`src/rtl/rggen_apb_register_bridge.sv`:
```
// APB4 slave to rggen register-bus bridge: latches a setup phase, issues a
// one-cycle register command, waits for ready (with timeout) and returns one APB response.
module rggen_apb_register_bridge #(
    parameter int ADDRESS_WIDTH = 8,
    parameter int REGISTERS     = 4,
    parameter int TIMEOUT       = 15
) (
    input  logic                      i_clk,
    input  logic                      i_rst_n,
    input  logic                      i_psel,
    input  logic                      i_penable,
    input  logic                      i_pwrite,
    input  logic [ADDRESS_WIDTH-1:0]  i_paddr,
    input  logic [3:0]                i_pstrb,
    input  logic [31:0]               i_pwdata,
    output logic                      o_pready,
    output logic [31:0]               o_prdata,
    output logic                      o_pslverr,
    output logic                      o_register_valid,
    output logic                      o_register_write,
    output logic [ADDRESS_WIDTH-1:0]  o_register_address,
    output logic [31:0]               o_register_write_data,
    output logic [31:0]               o_register_strobe,
    input  logic [REGISTERS-1:0]      i_register_active,
    input  logic [REGISTERS-1:0]      i_register_ready,
    input  logic [REGISTERS-1:0]      i_register_error,
    input  logic [32*REGISTERS-1:0]   i_register_read_data
);

    typedef enum logic [1:0] {
        ST_IDLE,
        ST_COMMAND,
        ST_WAIT,
        ST_RESPONSE
    } state_t;

    localparam logic [7:0] WAIT_LAST = 8'(TIMEOUT - 1);
    localparam logic [ADDRESS_WIDTH-1:0] WORD_MASK = ~ADDRESS_WIDTH'(3);

    state_t                     state;
    state_t                     state_next;
    logic [7:0]                 count;
    logic [7:0]                 count_next;
    logic                       write_q;
    logic [ADDRESS_WIDTH-1:0]   address_q;
    logic [31:0]                wdata_q;
    logic [31:0]                strobe_q;
    logic [31:0]                prdata_q;
    logic                       pslverr_q;

    logic                       setup;
    logic [REGISTERS-1:0]       hit;
    logic [31:0]                hit_data;
    logic [31:0]                strobe_in;
    logic                       resp_load;
    logic                       resp_error;
    logic [31:0]                resp_data;

    assign setup = (state == ST_IDLE) && i_psel && !i_penable;

    // NOTE: every always_comb output gets a default first so no path leaves it unassigned (no latch).
    always_comb begin
        strobe_in = '1;
        if (i_pwrite) begin
            for (int i = 0; i < 4; i++) begin
                strobe_in[8*i +: 8] = {8{i_pstrb[i]}};
            end
        end
    end

    // Ready hits from several registers are merged with no priority.
    always_comb begin
        hit      = i_register_active & i_register_ready;
        hit_data = '0;
        for (int k = 0; k < REGISTERS; k++) begin
            if (hit[k]) begin
                hit_data = hit_data | i_register_read_data[32*k +: 32];
            end
        end
    end

    always_comb begin
        state_next = state;
        count_next = '0;
        resp_load  = 1'b0;
        resp_error = 1'b0;
        resp_data  = '0;
        case (state)
            ST_IDLE: begin
                if (setup) state_next = ST_COMMAND;
            end
            ST_COMMAND, ST_WAIT: begin
                if (hit != '0) begin
                    state_next = ST_RESPONSE;
                    resp_load  = 1'b1;
                    resp_error = |(hit & i_register_error);
                    resp_data  = write_q ? 32'h0 : hit_data;
                end else if (state == ST_COMMAND && i_register_active == '0) begin
                    state_next = ST_RESPONSE;
                    resp_load  = 1'b1;
                    resp_error = 1'b1;
                end else if (state == ST_COMMAND) begin
                    state_next = ST_WAIT;
                end else if (count == WAIT_LAST) begin
                    state_next = ST_RESPONSE;
                    resp_load  = 1'b1;
                    resp_error = 1'b1;
                end else begin
                    count_next = count + 8'd1;
                end
            end
            ST_RESPONSE: state_next = ST_IDLE;
            default:     state_next = ST_IDLE;
        endcase
    end

    // NOTE: sequential state uses non-blocking assignments so all registers update together at the edge.
    always_ff @(posedge i_clk or negedge i_rst_n) begin
        if (!i_rst_n) begin
            state     <= ST_IDLE;
            count     <= '0;
            prdata_q  <= '0;
            pslverr_q <= 1'b0;
        end else begin
            state <= state_next;
            count <= count_next;
            if (resp_load) begin
                prdata_q  <= resp_data;
                pslverr_q <= resp_error;
            end
        end
    end

    // Command fields stay stable until the next accepted setup phase.
    always_ff @(posedge i_clk or negedge i_rst_n) begin
        if (!i_rst_n) begin
            write_q   <= 1'b0;
            address_q <= '0;
            wdata_q   <= '0;
            strobe_q  <= '0;
        end else if (setup) begin
            write_q   <= i_pwrite;
            address_q <= i_paddr & WORD_MASK;
            wdata_q   <= i_pwdata;
            strobe_q  <= strobe_in;
        end
    end

    assign o_register_valid      = (state == ST_COMMAND);
    assign o_register_write      = write_q;
    assign o_register_address    = address_q;
    assign o_register_write_data = wdata_q;
    assign o_register_strobe     = strobe_q;
    assign o_pready              = (state == ST_RESPONSE);
    assign o_prdata              = o_pready ? prdata_q : 32'h0;
    assign o_pslverr             = o_pready && pslverr_q;

endmodule
```
`config.mk`:
```
export PLATFORM = sky130hd
export DESIGN_NAME = rggen_apb_register_bridge
export DESIGN_NICKNAME = d
export VERILOG_FILES = /design/src/rtl/rggen_apb_register_bridge.sv
export SDC_FILE = /design/constraint.sdc
export NUM_CORES = 1
export LEC_CHECK = 0
export BUFFER_PORTS_ARGS = -buffer_cell sky130_fd_sc_hd__buf_2
export CAP_MARGIN = 20
export CORE_MARGIN = 2
export CORE_UTILIZATION = 35
export DETAILED_ROUTE_END_ITERATION = 10
export GPL_ROUTABILITY_DRIVEN = 0
export HOLD_SLACK_MARGIN = 0.15
export PLACE_DENSITY = 0.81
export REMOVE_ABC_BUFFERS = 1
export SYNTH_ARGS = -nofsm -noshare
export SYNTH_HDL_FRONTEND = slang
export SYNTH_SLANG_ARGS = --single-unit
```
`constraint.sdc`:
```
create_clock -name i_clk -period 2.05 [get_ports i_clk]
set_input_delay 0.1025 -clock i_clk [delete_from_list [all_inputs] [get_ports i_clk]]
set_output_delay 0.1025 -clock i_clk [all_outputs]
set_load 0.005 [all_outputs]
```
==> qor.yml <==
cts:
  cts_max_path_buffers: 2
  worst_setup_hold_path_clk_slew_ns: 0.07
  cts_root_buf: "sky130_fd_sc_hd__clkbuf_16"
  worstSkewPairLatency_ns: 0.34
  tritoncts: "yes"
  cts-htree-levels: 3
  clkSinkCount: 86
  post_cts_buffers: 0
  cts_inserted_buffers: 9
critical_path:
  crit_path_cell_chain: "inv_1 > ha_1 > nand4b_1 > or4_4 > a221o_1 > buf_12 > o2bb2ai_1"
  cp.buffers_inverters: 2
  worst_setup_path_endpoint: "prdata_q[12]$_DFFE_PN0P_"
  critPathKind: "flip-flop to flip-flop"
  cpPeakStageDelay_ns: 0.44
  critical_path.top_delay_family: "simple AND/OR/NAND/NOR gates"
  startpoint: "count[0]$_DFF_PN0_"
  regToRegEndpoint: "prdata_q[12]$_DFFE_PN0P_"
  worstSetupPathDepth: 7
  worstPathArrival_ns: 2.14
  end_kind: "flip-flop"
  crit_fanout: 34
  crit-reg2reg-launch: "count[0]$_DFF_PN0_"
  cp_data_required_time_ns: 2.26
  timing.reg2reg.worst_path_depth: 7
  regToRegSetupSlack_ns: 0.12
  critical_path.slowest_cell: "sky130_fd_sc_hd__or4_4"
  sort_of_element_at_the_start_of_the_critical_path: "flip-flop"
cells_and_area:
  final-instance-count-excl-fill: 930
  final_layout_size_suffix_gt1_frac: 0.478
  final_antenna_diode_count: 0
  syn2layout_area_growth_pct: 64.2
  utilization: 0.585
  mostFrequentLayoutCells: "sky130_fd_sc_hd__buf_2, sky130_fd_sc_hd__dlygate4sd3_1, sky130_fd_sc_hd__dfrtp_1"
  nets: 947
  final_area_um2: 7330
  mostFrequentLayoutCell: "sky130_fd_sc_hd__buf_2"
run_status:
  status: "completed"
floorplan:
  die_w_um: 117
  die_area_um2: 13700
  design.portCount: 297
  placeableCoreArea_um2: 12500
  number_of_cell_rows: 41
  die-height_um: 117
  initial_standard_cell_utilization_of_the_core: 0.357
min_path:
  hold_depth: 3
  hp-start: "i_register_error[0]"
  worstHoldPathType: "primary input to flip-flop"
drt:
  post_drt_via_cell_ratio: 4.98
  final_antenna_net_count: 0
  initialDrtViolationCount: 142
  wl_per_cell_um: 16.5
  routed-via-count: 4630
  drt_pass1_iterations: 4
  drcViolationCount: 0
  finalWirelength_mm: 15.4
synthesis:
  post_synth_num_cell_types: 33
  synth_top_cells_by_area: "sky130_fd_sc_hd__dfrtp_1, sky130_fd_sc_hd__mux2_2, sky130_fd_sc_hd__a22o_1, sky130_fd_sc_hd__a221oi_1, sky130_fd_sc_hd__o2bb2ai_1"
  total_number_of_yosys_warnings: 0
  synth.avg_cell_area_um2: 11.6
  yosys.area.top_type: "sky130_fd_sc_hd__dfrtp_1"
  post-synth-top-area-fraction: 0.482
  ys_ff_latch: 86
  synth_area_um2: 4460
  synthesis.instances: 386
  seq_area_frac_synth: 0.482
sta:
  fin_crit_ns: 1.93
  clock-skew-final_ns: 0.00878
  maxSlewHeadroom: 0.296
  grt_setup_unrepaired: "no"
  worst_slew_pin_slew_ns: 1.06
  fin_ws_ns: 0.118
  setup_viol: 0
  final.period_utilization: 0.942
  fin_setup_tns_ns: 0
  timing_max_transition_violations_final: 0
  finalHoldViolCount: 0
  maxClockFrequency_mhz: 518
placement:
  placed_cells_incl_taps: 801
  post_dp_cell_area_um2: 5900
  place_hpwl_mm: 9.60
  dp_slack_ns: 0.115
  io_buffer_count: 292
global_route:
  number_of_global_route_vias_before_repair: 4658
  first_pass_grt_wire_length_mm: 22.2
  grt_start_max_net_pins: 51
  antenna_violations_before_repair: 0
  grt_use_total: 0.211
  grt.overflow.total: 0
power:
  max-vdd-ir-drop_mv: 0.828
  power-per-cell-area_nw_per_um2: 1070
  leakagePower_nw: 3.64
flow_run:
  drv.max_cap_violation_count: 0
-- flip-flops by register name, summed over array words and instances, names as in the netlist --
register / flops
count: 8
o_register_address: 6
o_register_strobe: 4
o_register_write: 1
o_register_write_data: 32
prdata_q: 32
pslverr_q: 1
state: 2
-- per-stage QoR --
step	hold slack, ns	power [W]
floorplan	-0.193	0.00433
global placement	0.104	0.00592
detailed placement	0.106	0.00603
CTS	0.155	0.00785
global route	0.184	0.00834
finish	0.173	0.00782
-- cells by family after synthesis --
group	Yosys count	synth area share
fa+ha+maj	5	0.0140
other cells	1	0.000840
compound gates	109	0.212
mux	40	0.101
xor+xnor	6	0.0118
simple gates	72	0.0906
flops	86	0.482
buf+inv	67	0.0883
-- metal layers --
layer / wire length, um / GRT usage / vias up
met5: 0 / 0 / -
met4: 433 / 0.0910 / 0
met3: 1400 / 0.0597 / 34
met2: 8000 / 0.396 / 249
met1: 5560 / 0.218 / 2203
li1: - / - / 2144
-- tightest hold or removal path: cells and delay by family --
kind,cells,cell delay (ns)
buffers and inverters,1,0.07
AO/OA/AOI/OAI,2,0.30
-- worst min path at each step --
stage,endpoint
after floorplan,count[0]$_DFF_PN0_
after global placement,prdata_q[15]$_DFFE_PN0P_
after detailed placement,prdata_q[15]$_DFFE_PN0P_
after CTS,pslverr_q$_DFFE_PN0P_
after global routing,pslverr_q$_DFFE_PN0P_
final,pslverr_q$_DFFE_PN0P_
-- layout make-up --
cell class,count,area [um2]
tap,172,215
inverter,5,18.8
sequential,86,2150
multi-input combinational,234,1930
clock inverter,6,53.8
clock buffer,10,239
timing repair buffer,417,2720
fill,1044,5190
-- cells in the mapped netlist --
| cell | count |
|---|---|
| sky130_fd_sc_hd__mux2i_1 | 1 |
| sky130_fd_sc_hd__inv_1 | 5 |
| sky130_fd_sc_hd__nand2_1 | 7 |
| sky130_fd_sc_hd__clkbuf_1 | 28 |
| sky130_fd_sc_hd__nand3_1 | 4 |
| sky130_fd_sc_hd__nor3_1 | 2 |
| sky130_fd_sc_hd__o2bb2ai_1 | 32 |
| sky130_fd_sc_hd__nor2b_1 | 4 |
| sky130_fd_sc_hd__conb_1 | 1 |
| sky130_fd_sc_hd__o22a_1 | 1 |
| sky130_fd_sc_hd__xor2_1 | 2 |
| sky130_fd_sc_hd__buf_6 | 4 |
| sky130_fd_sc_hd__mux2_2 | 39 |
| sky130_fd_sc_hd__nor2_1 | 12 |
| sky130_fd_sc_hd__or3_1 | 1 |
| sky130_fd_sc_hd__o221ai_1 | 1 |
| sky130_fd_sc_hd__o41a_1 | 1 |
| sky130_fd_sc_hd__or4_4 | 1 |
| sky130_fd_sc_hd__ha_1 | 5 |
| sky130_fd_sc_hd__a221o_1 | 1 |
| sky130_fd_sc_hd__and2_1 | 38 |
| sky130_fd_sc_hd__o21ai_0 | 4 |
| sky130_fd_sc_hd__nand4b_1 | 1 |
| sky130_fd_sc_hd__a22oi_1 | 2 |
| sky130_fd_sc_hd__nor4_1 | 1 |
| sky130_fd_sc_hd__dfrtp_1 | 86 |
| sky130_fd_sc_hd__nand3b_1 | 1 |
| sky130_fd_sc_hd__a22o_1 | 33 |
| sky130_fd_sc_hd__a32oi_2 | 1 |
| sky130_fd_sc_hd__a221oi_1 | 32 |
| sky130_fd_sc_hd__buf_4 | 30 |
| sky130_fd_sc_hd__xnor2_1 | 4 |
| sky130_fd_sc_hd__a21oi_1 | 1 |
-- power breakdown --
| group | switching (W) | internal [W] |
|---|---|---|
| Sequential | 0.000419 | 0.00241 |
| Clock | 0.000698 | 0.000873 |
| Combinational | 0.00161 | 0.00181 |
| Total | 0.00273 | 0.00509 |
-- repair_timing --
item                                   in CTS  in global routing
hold buffers                              113                  0
setup endpoints to repair                   0                  1
resized for setup                           0                  1
endpoints found under the hold margin     112                  0
No activity file was read; power rests on OpenSTA's default activity.
